### config.mk
export PLATFORM = sky130hd
export DESIGN_NAME = arduino_addr_rx
export DESIGN_NICKNAME = d
export VERILOG_FILES = /design/src/rtl/arduino_addr_rx.sv
export SDC_FILE = /design/constraint.sdc
export NUM_CORES = 1
export LEC_CHECK = 0
export ABC_CLOCK_PERIOD_IN_PS = 1600
export BUFFER_PORTS_ARGS = -buffer_cell sky130_fd_sc_hd__buf_2
export CAP_MARGIN = 25
export CORE_AREA = 2 2 67 69
export CTS_BUF_LIST = sky130_fd_sc_hd__clkbuf_2 sky130_fd_sc_hd__clkbuf_4 sky130_fd_sc_hd__clkbuf_8
export DETAILED_ROUTE_END_ITERATION = 10
export DIE_AREA = 0 0 69 71
export PLACE_DENSITY = 0.75
export REMOVE_ABC_BUFFERS = 1
export SYNTH_ARGS = -nofsm -noshare
export SYNTH_HDL_FRONTEND = slang
export SYNTH_SLANG_ARGS = --single-unit
### constraint.sdc
create_clock -name clk -period 1.6 [get_ports clk]
set_clock_uncertainty 0.05 [all_clocks]
set_input_delay 0.16 -clock clk [delete_from_list [all_inputs] [get_ports clk]]
set_output_delay 0.16 -clock clk [all_outputs]
set_load 0.05 [all_outputs]
### src/rtl/arduino_addr_rx.sv
// Receives 3-byte address frames from an Arduino over a strobed 8-bit bus.
// The strobe is synchronized, and the first byte carries addr[19:16] in its low nibble.
module arduino_addr_rx #(
    parameter int TIMEOUT_CYCLES = 1000
) (
    input  logic        clk,
    input  logic        rst,
    input  logic [7:0]  ard_data,
    input  logic        ard_strobe,
    output logic        ard_ack,
    output logic [19:0] addr_out,
    output logic        addr_valid,
    output logic        frame_err,
    output logic        busy
);

    localparam int CW = $clog2(TIMEOUT_CYCLES + 1);

    typedef enum logic [1:0] {
        IDLE = 2'd0,
        GOT0 = 2'd1,
        GOT1 = 2'd2
    } state_t;

    state_t          r_state;
    state_t          w_state_next;
    logic            r_sync1;
    logic            r_sync2;
    logic            r_hist;
    logic            r_ack;
    logic            r_valid;
    logic            r_err;
    logic [19:0]     r_addr_out;
    logic [3:0]      r_addr_hi;
    logic [7:0]      r_addr_mid;
    logic [CW-1:0]   r_cnt;
    logic            w_byte_ev;
    logic            w_timeout;
    logic            w_frame_done;
    logic            w_err_next;

    assign w_byte_ev = r_sync2 & ~r_hist;
    // Fires on the edge where the counter would reach TIMEOUT_CYCLES.
    assign w_timeout = (r_state != IDLE) && (r_cnt == CW'(TIMEOUT_CYCLES - 1));

    always_ff @(posedge clk or posedge rst) begin
        if (rst) begin
            r_sync1 <= 1'b0;
            r_sync2 <= 1'b0;
            r_hist  <= 1'b0;
        end else begin
            r_sync1 <= ard_strobe;
            r_sync2 <= r_sync1;
            r_hist  <= r_sync2;
        end
    end

    always_ff @(posedge clk or posedge rst) begin
        if (rst) begin
            r_state <= IDLE;
        end else begin
            r_state <= w_state_next;
        end
    end

    // A byte event always takes priority over a timeout expiring in the same cycle.
    always_comb begin
        w_state_next = r_state;
        w_frame_done = 1'b0;
        w_err_next   = 1'b0;
        case (r_state)
            IDLE: begin
                if (w_byte_ev) begin
                    if (ard_data[7:4] == 4'h0) begin
                        w_state_next = GOT0;
                    end else begin
                        w_err_next = 1'b1;
                    end
                end
            end
            GOT0: begin
                if (w_byte_ev) begin
                    w_state_next = GOT1;
                end else if (w_timeout) begin
                    w_state_next = IDLE;
                    w_err_next   = 1'b1;
                end
            end
            GOT1: begin
                if (w_byte_ev) begin
                    w_state_next = IDLE;
                    w_frame_done = 1'b1;
                end else if (w_timeout) begin
                    w_state_next = IDLE;
                    w_err_next   = 1'b1;
                end
            end
            default: begin
                w_state_next = IDLE;
            end
        endcase
    end

    always_ff @(posedge clk or posedge rst) begin
        if (rst) begin
            r_cnt <= '0;
        end else if (r_state == IDLE || w_byte_ev) begin
            r_cnt <= '0;
        end else begin
            r_cnt <= r_cnt + CW'(1);
        end
    end

    always_ff @(posedge clk or posedge rst) begin
        if (rst) begin
            r_addr_hi  <= 4'h0;
            r_addr_mid <= 8'h00;
        end else if (w_byte_ev && r_state == IDLE && ard_data[7:4] == 4'h0) begin
            r_addr_hi <= ard_data[3:0];
        end else if (w_byte_ev && r_state == GOT0) begin
            r_addr_mid <= ard_data;
        end else if (w_timeout && !w_byte_ev) begin
            r_addr_hi  <= 4'h0;
            r_addr_mid <= 8'h00;
        end
    end

    always_ff @(posedge clk or posedge rst) begin
        if (rst) begin
            r_addr_out <= 20'h00000;
            r_valid    <= 1'b0;
            r_err      <= 1'b0;
            r_ack      <= 1'b0;
        end else begin
            if (w_frame_done) begin
                r_addr_out <= {r_addr_hi, r_addr_mid, ard_data};
            end
            r_valid <= w_frame_done;
            r_err   <= w_err_next;
            // Ack acknowledges every sampled byte, including rejected ones.
            if (w_byte_ev) begin
                r_ack <= 1'b1;
            end else if (!r_sync2) begin
                r_ack <= 1'b0;
            end
        end
    end

    assign ard_ack    = r_ack;
    assign addr_out   = r_addr_out;
    assign addr_valid = r_valid;
    assign frame_err  = r_err;
    assign busy       = (r_state != IDLE);

endmodule

==> results.ini, run 1 <==
[timing]
final_period_minus_worst_setup_slack_ps = 1560
rsz0062_at_grt = yes
period_share = 0.975
max_clock_freq_mhz = 641
timing.final.max_slew_violations = 0
max_slew_margin = 0.680
finalHoldWorstSlack_ps = 47.2
final-setup-viol-count = 0
transition_at_the_pin_with_the_smallest_max_transition_slack_ps = 479
timing_hold_violations_final = 0

[die]
io_count = 35
initial_core_util = 0.493
die_w_um = 69
core.rowCount = 24
dieHeight_um = 71
core_um2 = 4200
fp.dieArea_um2 = 4900

[logic_synthesis]
synth_enable_flop_cells = 0
synth_cell_type_count = 31
synth-main-ff-cell = sky130_fd_sc_hd__dfrtp_1
synthesis.area_per_instance_um2 = 12.6
synth_largest_area_cell = sky130_fd_sc_hd__dfrtp_1
share_of_flip_flops_with_an_asynchronous_set_or_reset_after_synthesis = 1.00
synth.top_cell.area_share = 0.604
ys_warn_count = 0
synth.top_cells.by_area = sky130_fd_sc_hd__dfrtp_1 (60%), sky130_fd_sc_hd__mux2_2 (11%), sky130_fd_sc_hd__a22o_1 (3.4%)
ys_seq_area_frac = 0.604
synthesis.instances = 164
yosys_register_bits = 50
synth_area_um2 = 2070

[detailed_routing]
detail_route.wl_per_cell_um = 15.4
drt_iter0_markers = 64
drt-total-wl_um = 4360
detail_route.first_pass.iterations = 6
drt_drc_violations_left = 0
ant_nets = 0
vias_per_cell = 5.36
detailroute.via_count = 1521

[setup_path]
critPathLaunchType = register
critPathCaptureType = register
worst-path-max-fanout = 5
timing_worst_setup_path_type = reg2reg
worst-r2r-cell-count = 6
worst-endpoint-required_ps = 1780
worstPathArrival_ps = 1740

[placement]
io_buffer_count = 34
place.detailed.hpwl_um = 2950
gp_routability_congestion = 0.857

[final_layout]
antenna_cells = 0
areaGrowthSynthToFinish_pct = 32.4
final_util = 0.653
filler_cell_count = 332
layout.nets = 247
drive_gt1_frac = 0.453

[power]
vdd_drop_max_mv = 1.10
power_leakage_nw = 1.35
power_density_nw_per_um2 = 1700

[clocking]
insertion_delay_ps = 320
cts-htree-levels = 2
clock-sinks = 50
cts_buffer_depth = 2
path_clk_slew_ps = 90
cts_tree = done
cts-root-buf = sky130_fd_sc_hd__clkbuf_8
numCtsBuffers = 5

[outcome]
run_status = finished, final reports clean

[global_routing]
maximum_number_of_pins_on_one_net_before_global_route_repair = 31
antenna_violations_before_repair = 0
grt_pass1_vias = 1486
global_route.overflow_total = 0
grt_pass1_wl_um = 6990
gr-usage-all-layers = 0.182

[job]
drv.max_cap_violation_count = 0

[hold_path]
holdCritPathClass = in2reg
worst_hold_path.num_cells = 3

==> cells by family after synthesis <==
family                   share of synthesized area
multiplexers                                 0.109
AND/OR/NAND/NOR                              0.115
buffers and inverters                       0.0236
AO/OA/AOI/OAI                               0.0894
XOR/XNOR                                    0.0296
adder cells (fa/ha/maj)                     0.0302
flip-flops                                   0.604
==> layout make-up <==
| type | instances | area (um^2) | area share |
|---|---|---|---|
| multi-input combinational | 103 | 836 | 0.305 |
| clock buffer | 5 | 68.8 | 0.0251 |
| tap | 52 | 65.1 | 0.0237 |
| sequential | 50 | 1250 | 0.456 |
| timing repair buffer | 63 | 445 | 0.162 |
| inverter | 8 | 30.0 | 0.0109 |
| clock inverter | 3 | 47.5 | 0.0173 |
==> sequential cells by signal, indices dropped and copies added, names as in the netlist <==
register    cells
addr_valid      1
r_state         2
r_cnt          10
r_sync2         1
addr_out       20
ard_ack         1
frame_err       1
r_sync1         1
r_addr_hi       4
r_addr_mid      8
r_hist          1
==> through the flow <==
stage | power [mW] | cells | instance area [um^2] | setup WS (ps) | TNS [ps]
2_1_floorplan | 3.07 | 161 | 2050 | -300 | -4240
3_3_place_gp | 3.58 | 271 | 2490 | -46.5 | -361
3_5_place_dp | 3.62 | 271 | 2490 | -126 | -933
4_1_cts | 4.63 | 281 | 2670 | 3.99 | 0
5_1_grt | 4.88 | 284 | 2740 | -27.2 | -231
6_report | 4.68 | 284 | 2740 | 39.7 | 0
==> worst max-delay path: stages, from the launching register on <==
cell	delay [ps]
sky130_fd_sc_hd__dfrtp_1	400
sky130_fd_sc_hd__ha_2	190
sky130_fd_sc_hd__and2_4	150
sky130_fd_sc_hd__nor4b_4	120
sky130_fd_sc_hd__buf_4	160
sky130_fd_sc_hd__a211o_1	260
sky130_fd_sc_hd__a22oi_2	140
==> layout by cell type, fill, tap and decap left out, types with 2 or more instances in the layout <==
master / netlist / layout
sky130_fd_sc_hd__inv_6: 0 / 2
sky130_fd_sc_hd__dlygate4sd3_1: 0 / 2
sky130_fd_sc_hd__o21ai_0: 8 / 8
sky130_fd_sc_hd__dfrtp_1: 50 / 50
sky130_fd_sc_hd__nand3_1: 8 / 7
sky130_fd_sc_hd__nor3_1: 3 / 3
sky130_fd_sc_hd__buf_2: 0 / 33
sky130_fd_sc_hd__ha_1: 5 / 2
sky130_fd_sc_hd__ha_2: 0 / 2
sky130_fd_sc_hd__nor4_1: 3 / 2
sky130_fd_sc_hd__mux2_2: 20 / 20
sky130_fd_sc_hd__xnor2_1: 5 / 5
sky130_fd_sc_hd__buf_12: 0 / 2
sky130_fd_sc_hd__nor2_1: 9 / 9
sky130_fd_sc_hd__buf_4: 0 / 23
sky130_fd_sc_hd__nand2_1: 12 / 11
sky130_fd_sc_hd__xor2_1: 2 / 2
sky130_fd_sc_hd__a21oi_1: 3 / 3
sky130_fd_sc_hd__clkbuf_8: 0 / 5
sky130_fd_sc_hd__inv_2: 0 / 4
sky130_fd_sc_hd__and3_1: 2 / 2
sky130_fd_sc_hd__inv_1: 8 / 4
sky130_fd_sc_hd__buf_6: 1 / 2
sky130_fd_sc_hd__a22o_1: 8 / 8
==> where the power goes <==
group	internal (mW)	switching (mW)	total, mW
sequential	1.61	0.179	1.79
clock	0.477	0.455	0.932
combinational	0.683	1.28	1.96
total	2.77	1.91	4.68
==> what timing repair did <==
item | CTS | global route
hold endpoints to repair | 21 | 0
resized for setup | 10 | 9
gates cloned | 0 | 1
pin swaps | 3 | 4
hold buffers | 2 | 0
buffers inserted | 1 | 2
endpoints found under the setup margin | 12 | 35
==> metal layers <==
layer / track usage / wire length [um] / vias to the layer above
met5: 0 / 0 / -
met4: 0.0632 / 57 / 0
met3: 0.0527 / 193 / 10
met2: 0.303 / 2180 / 41
met1: 0.228 / 1930 / 752
li1: - / - / 718
==> Yosys cell counts (2+ instances only) <==
cell type and count:
sky130_fd_sc_hd__a21oi_1 3, sky130_fd_sc_hd__a22o_1 8, sky130_fd_sc_hd__and2_1 2, sky130_fd_sc_hd__and3_1 2, sky130_fd_sc_hd__clkbuf_1 2, sky130_fd_sc_hd__dfrtp_1 50, sky130_fd_sc_hd__ha_1 5, sky130_fd_sc_hd__inv_1 8
sky130_fd_sc_hd__mux2_2 20, sky130_fd_sc_hd__nand2_1 12, sky130_fd_sc_hd__nand3_1 8, sky130_fd_sc_hd__nor2_1 9, sky130_fd_sc_hd__nor3_1 3, sky130_fd_sc_hd__nor4_1 3, sky130_fd_sc_hd__o21ai_0 8, sky130_fd_sc_hd__xnor2_1 5
sky130_fd_sc_hd__xor2_1 2
==> final timing paths <==
| kind | end | slack, ps | startpoint |
|---|---|---|---|
| max | r_state[1]$_DFFE_PP0P_ | 40 | r_cnt[0]$_DFF_PP0_ |
| min | r_addr_hi[0]$_DFFE_PP0P_ | 50 | ard_data[0] |
| max reg2reg | r_state[1]$_DFFE_PP0P_ | 40 | r_cnt[0]$_DFF_PP0_ |
| min reg2reg | r_sync2$_DFF_PP0_ | 310 | r_sync1$_DFF_PP0_ |
| max in group asynchronous | addr_out[15]$_DFFE_PP0P_ | 630 | rst |
| min in group asynchronous | addr_valid$_DFF_PP0_ | 350 | rst |
Note: power is estimated with default switching activity, not from simulation.
==> run 2, diff against run 1 <==
==> constraint.sdc (replaced) <==
create_clock -name clk -period 1.6 [get_ports clk]
set_clock_uncertainty 0.05 [all_clocks]
set_input_delay 0.4 -clock clk [delete_from_list [all_inputs] [get_ports clk]]
set_output_delay 0.4 -clock clk [all_outputs]
set_load 0.05 [all_outputs]
==> results.ini, run 2 (synthesis results as in run 1) <==
[outcome]
run_status = finished, violations left
failed_checks = hold timing, setup timing

[setup_path]
path_buf_inv = 4
critPathCaptureType = output port
critPathLaunchType = register
crit_chain = inv_2, ha_4, inv_2, buf_6, buf_8
path_depth = 5
timing_worst_setup_path_type = reg2out
critical_path.max_stage_delay_ps = 400
worst-path-max-fanout = 2
worst-endpoint-required_ps = 1150
critical_path.most_common_cell = sky130_fd_sc_hd__inv_2
cpLargestDelayFamily = flip-flops
worstPathArrival_ps = 1230
worst-r2r-cell-count = 7
slowest_stage = sky130_fd_sc_hd__dfrtp_1

[global_routing]
antenna_violations_before_repair = 0
grt_pass1_wl_um = 6960
gr-usage-all-layers = 0.179
grt_pass1_vias = 1470
global_route.overflow_total = 0
maximum_number_of_pins_on_one_net_before_global_route_repair = 38

[power]
vdd_drop_max_mv = 1.23
power_leakage_nw = 1.40
swShare = 0.401
seqPwrFrac = 0.374
power_density_nw_per_um2 = 1710
netSwitchingPower_mw = 1.93
fin_total_pwr_mw = 4.80
clock_power_share = 0.174
pwr-share-comb = 0.452
p_int_mw = 2.88

[clocking]
cts_buffer_depth = 2
clock-sinks = 50
cts-htree-levels = 2
numCtsBuffers = 5
insertion_delay_ps = 300
cts_tree = done
cts-root-buf = sky130_fd_sc_hd__clkbuf_8
path_clk_slew_ps = 90

[die]
initial_core_util = 0.493
core.rowCount = 24
die_w_um = 69
io_count = 35
fp.dieArea_um2 = 4900
core_um2 = 4200
dieHeight_um = 71

[hold_path]
holdCritPathClass = in2async

[timing]
max_slew_margin = 0.744
transition_at_the_pin_with_the_smallest_max_transition_slack_ps = 380
timing_hold_violations_final = 1
final_period_minus_worst_setup_slack_ps = 1680
setup_ws_final_ps = -77.6
timing.final.max_slew_violations = 0
rsz0062_at_grt = yes
max_clock_freq_mhz = 596
period_share = 1.05
finalHoldWorstSlack_ps = -0.311
final-setup-viol-count = 2

[final_layout]
finalInstanceArea_um2 = 2810
drive_gt1_frac = 0.474
largest_register_ff_count = 20
areaGrowthSynthToFinish_pct = 35.8
final_common_cell = sky130_fd_sc_hd__dfrtp_1
mostFrequentLayoutCells = sky130_fd_sc_hd__dfrtp_1 (50), sky130_fd_sc_hd__buf_2 (33), sky130_fd_sc_hd__buf_4 (21)
layout.nets = 245
final_util = 0.669
antenna_cells = 0

[detailed_routing]
ant_nets = 0
vias_per_cell = 5.43
drt-total-wl_um = 4610
detail_route.first_pass.iterations = 5
drt_iter0_markers = 100
detail_route.wl_per_cell_um = 16.3
drt_drc_violations_left = 0
detailroute.via_count = 1531

[placement]
placed_area_um2 = 2470
gp_routability_congestion = 0.899
place.detailed.hpwl_um = 2840
io_buffer_count = 34

[job]
drv.max_cap_violation_count = 0

## run 2: cell count changes in the layout (fill, tap and decap cells not counted), sizes merged
cell         change
bufinv           -1
clkbuf           +3
dlygate4sd3      -2
inv              -2
## run 2: path summary, 6_finish.rpt
path	from	to	slack (ps)
max in group asynchronous	rst	r_state[1]$_DFFE_PP0P_	1000
min in group clk	ard_strobe	r_sync1$_DFF_PP0_	150
max reg2reg	r_state[1]$_DFFE_PP0P_	r_state[0]$_DFFE_PP0P_	-10
min	rst	addr_valid$_DFF_PP0_	-0.3
max	r_state[1]$_DFFE_PP0P_	busy	-80
min reg2reg	r_sync1$_DFF_PP0_	r_sync2$_DFF_PP0_	310
## run 2: per-layer routing
| metal | track usage | routed length (um) |
|---|---|---|
| met1 | 0.237 | 1990 |
| met4 | 0.0806 | 97 |
| met3 | 0.0413 | 218 |
| met5 | 0 | 0 |
| met2 | 0.284 | 2300 |
## run 2: power by group through the flow
stage	registers [mW]	logic (mW)	clock network, mW
3_3_place_gp	1.79	1.77	0
3_5_place_dp	1.80	1.81	0
5_1_grt	1.84	2.28	0.906
2_1_floorplan	2.51	0.556	0
4_1_cts	1.78	1.98	0.852
6_report	1.80	2.17	0.835
## run 2: cell type report
cell class,instances,area [um^2]
Clock buffer,8,110
Fill cell,315,1390
Inverter,8,30.0
Multi-Input combinational cell,103,917
Sequential cell,50,1250
Tap cell,52,65.1
Timing Repair Buffer,61,440
## run 2: stage by stage
stage | TNS (ps) | hold WS, ps | instances | setup slack (ps)
2_1_floorplan | -6800 | 281 | 161 | -300
3_3_place_gp | -2880 | 284 | 268 | -295
3_5_place_dp | -3280 | 295 | 268 | -340
4_1_cts | -127 | 4.05 | 280 | -66.7
5_1_grt | -661 | 6.60 | 282 | -131
6_report | -88.1 | -0.311 | 282 | -77.6
## run 2: repair_timing
action | 4_1_cts | 5_1_grt
endpoints found under the setup margin | 14 | 36
hold buffers | 0 | 0
buffers inserted | 5 | 2
resized for setup | 15 | 31
gates cloned | 0 | 1
pin swaps | 2 | 4
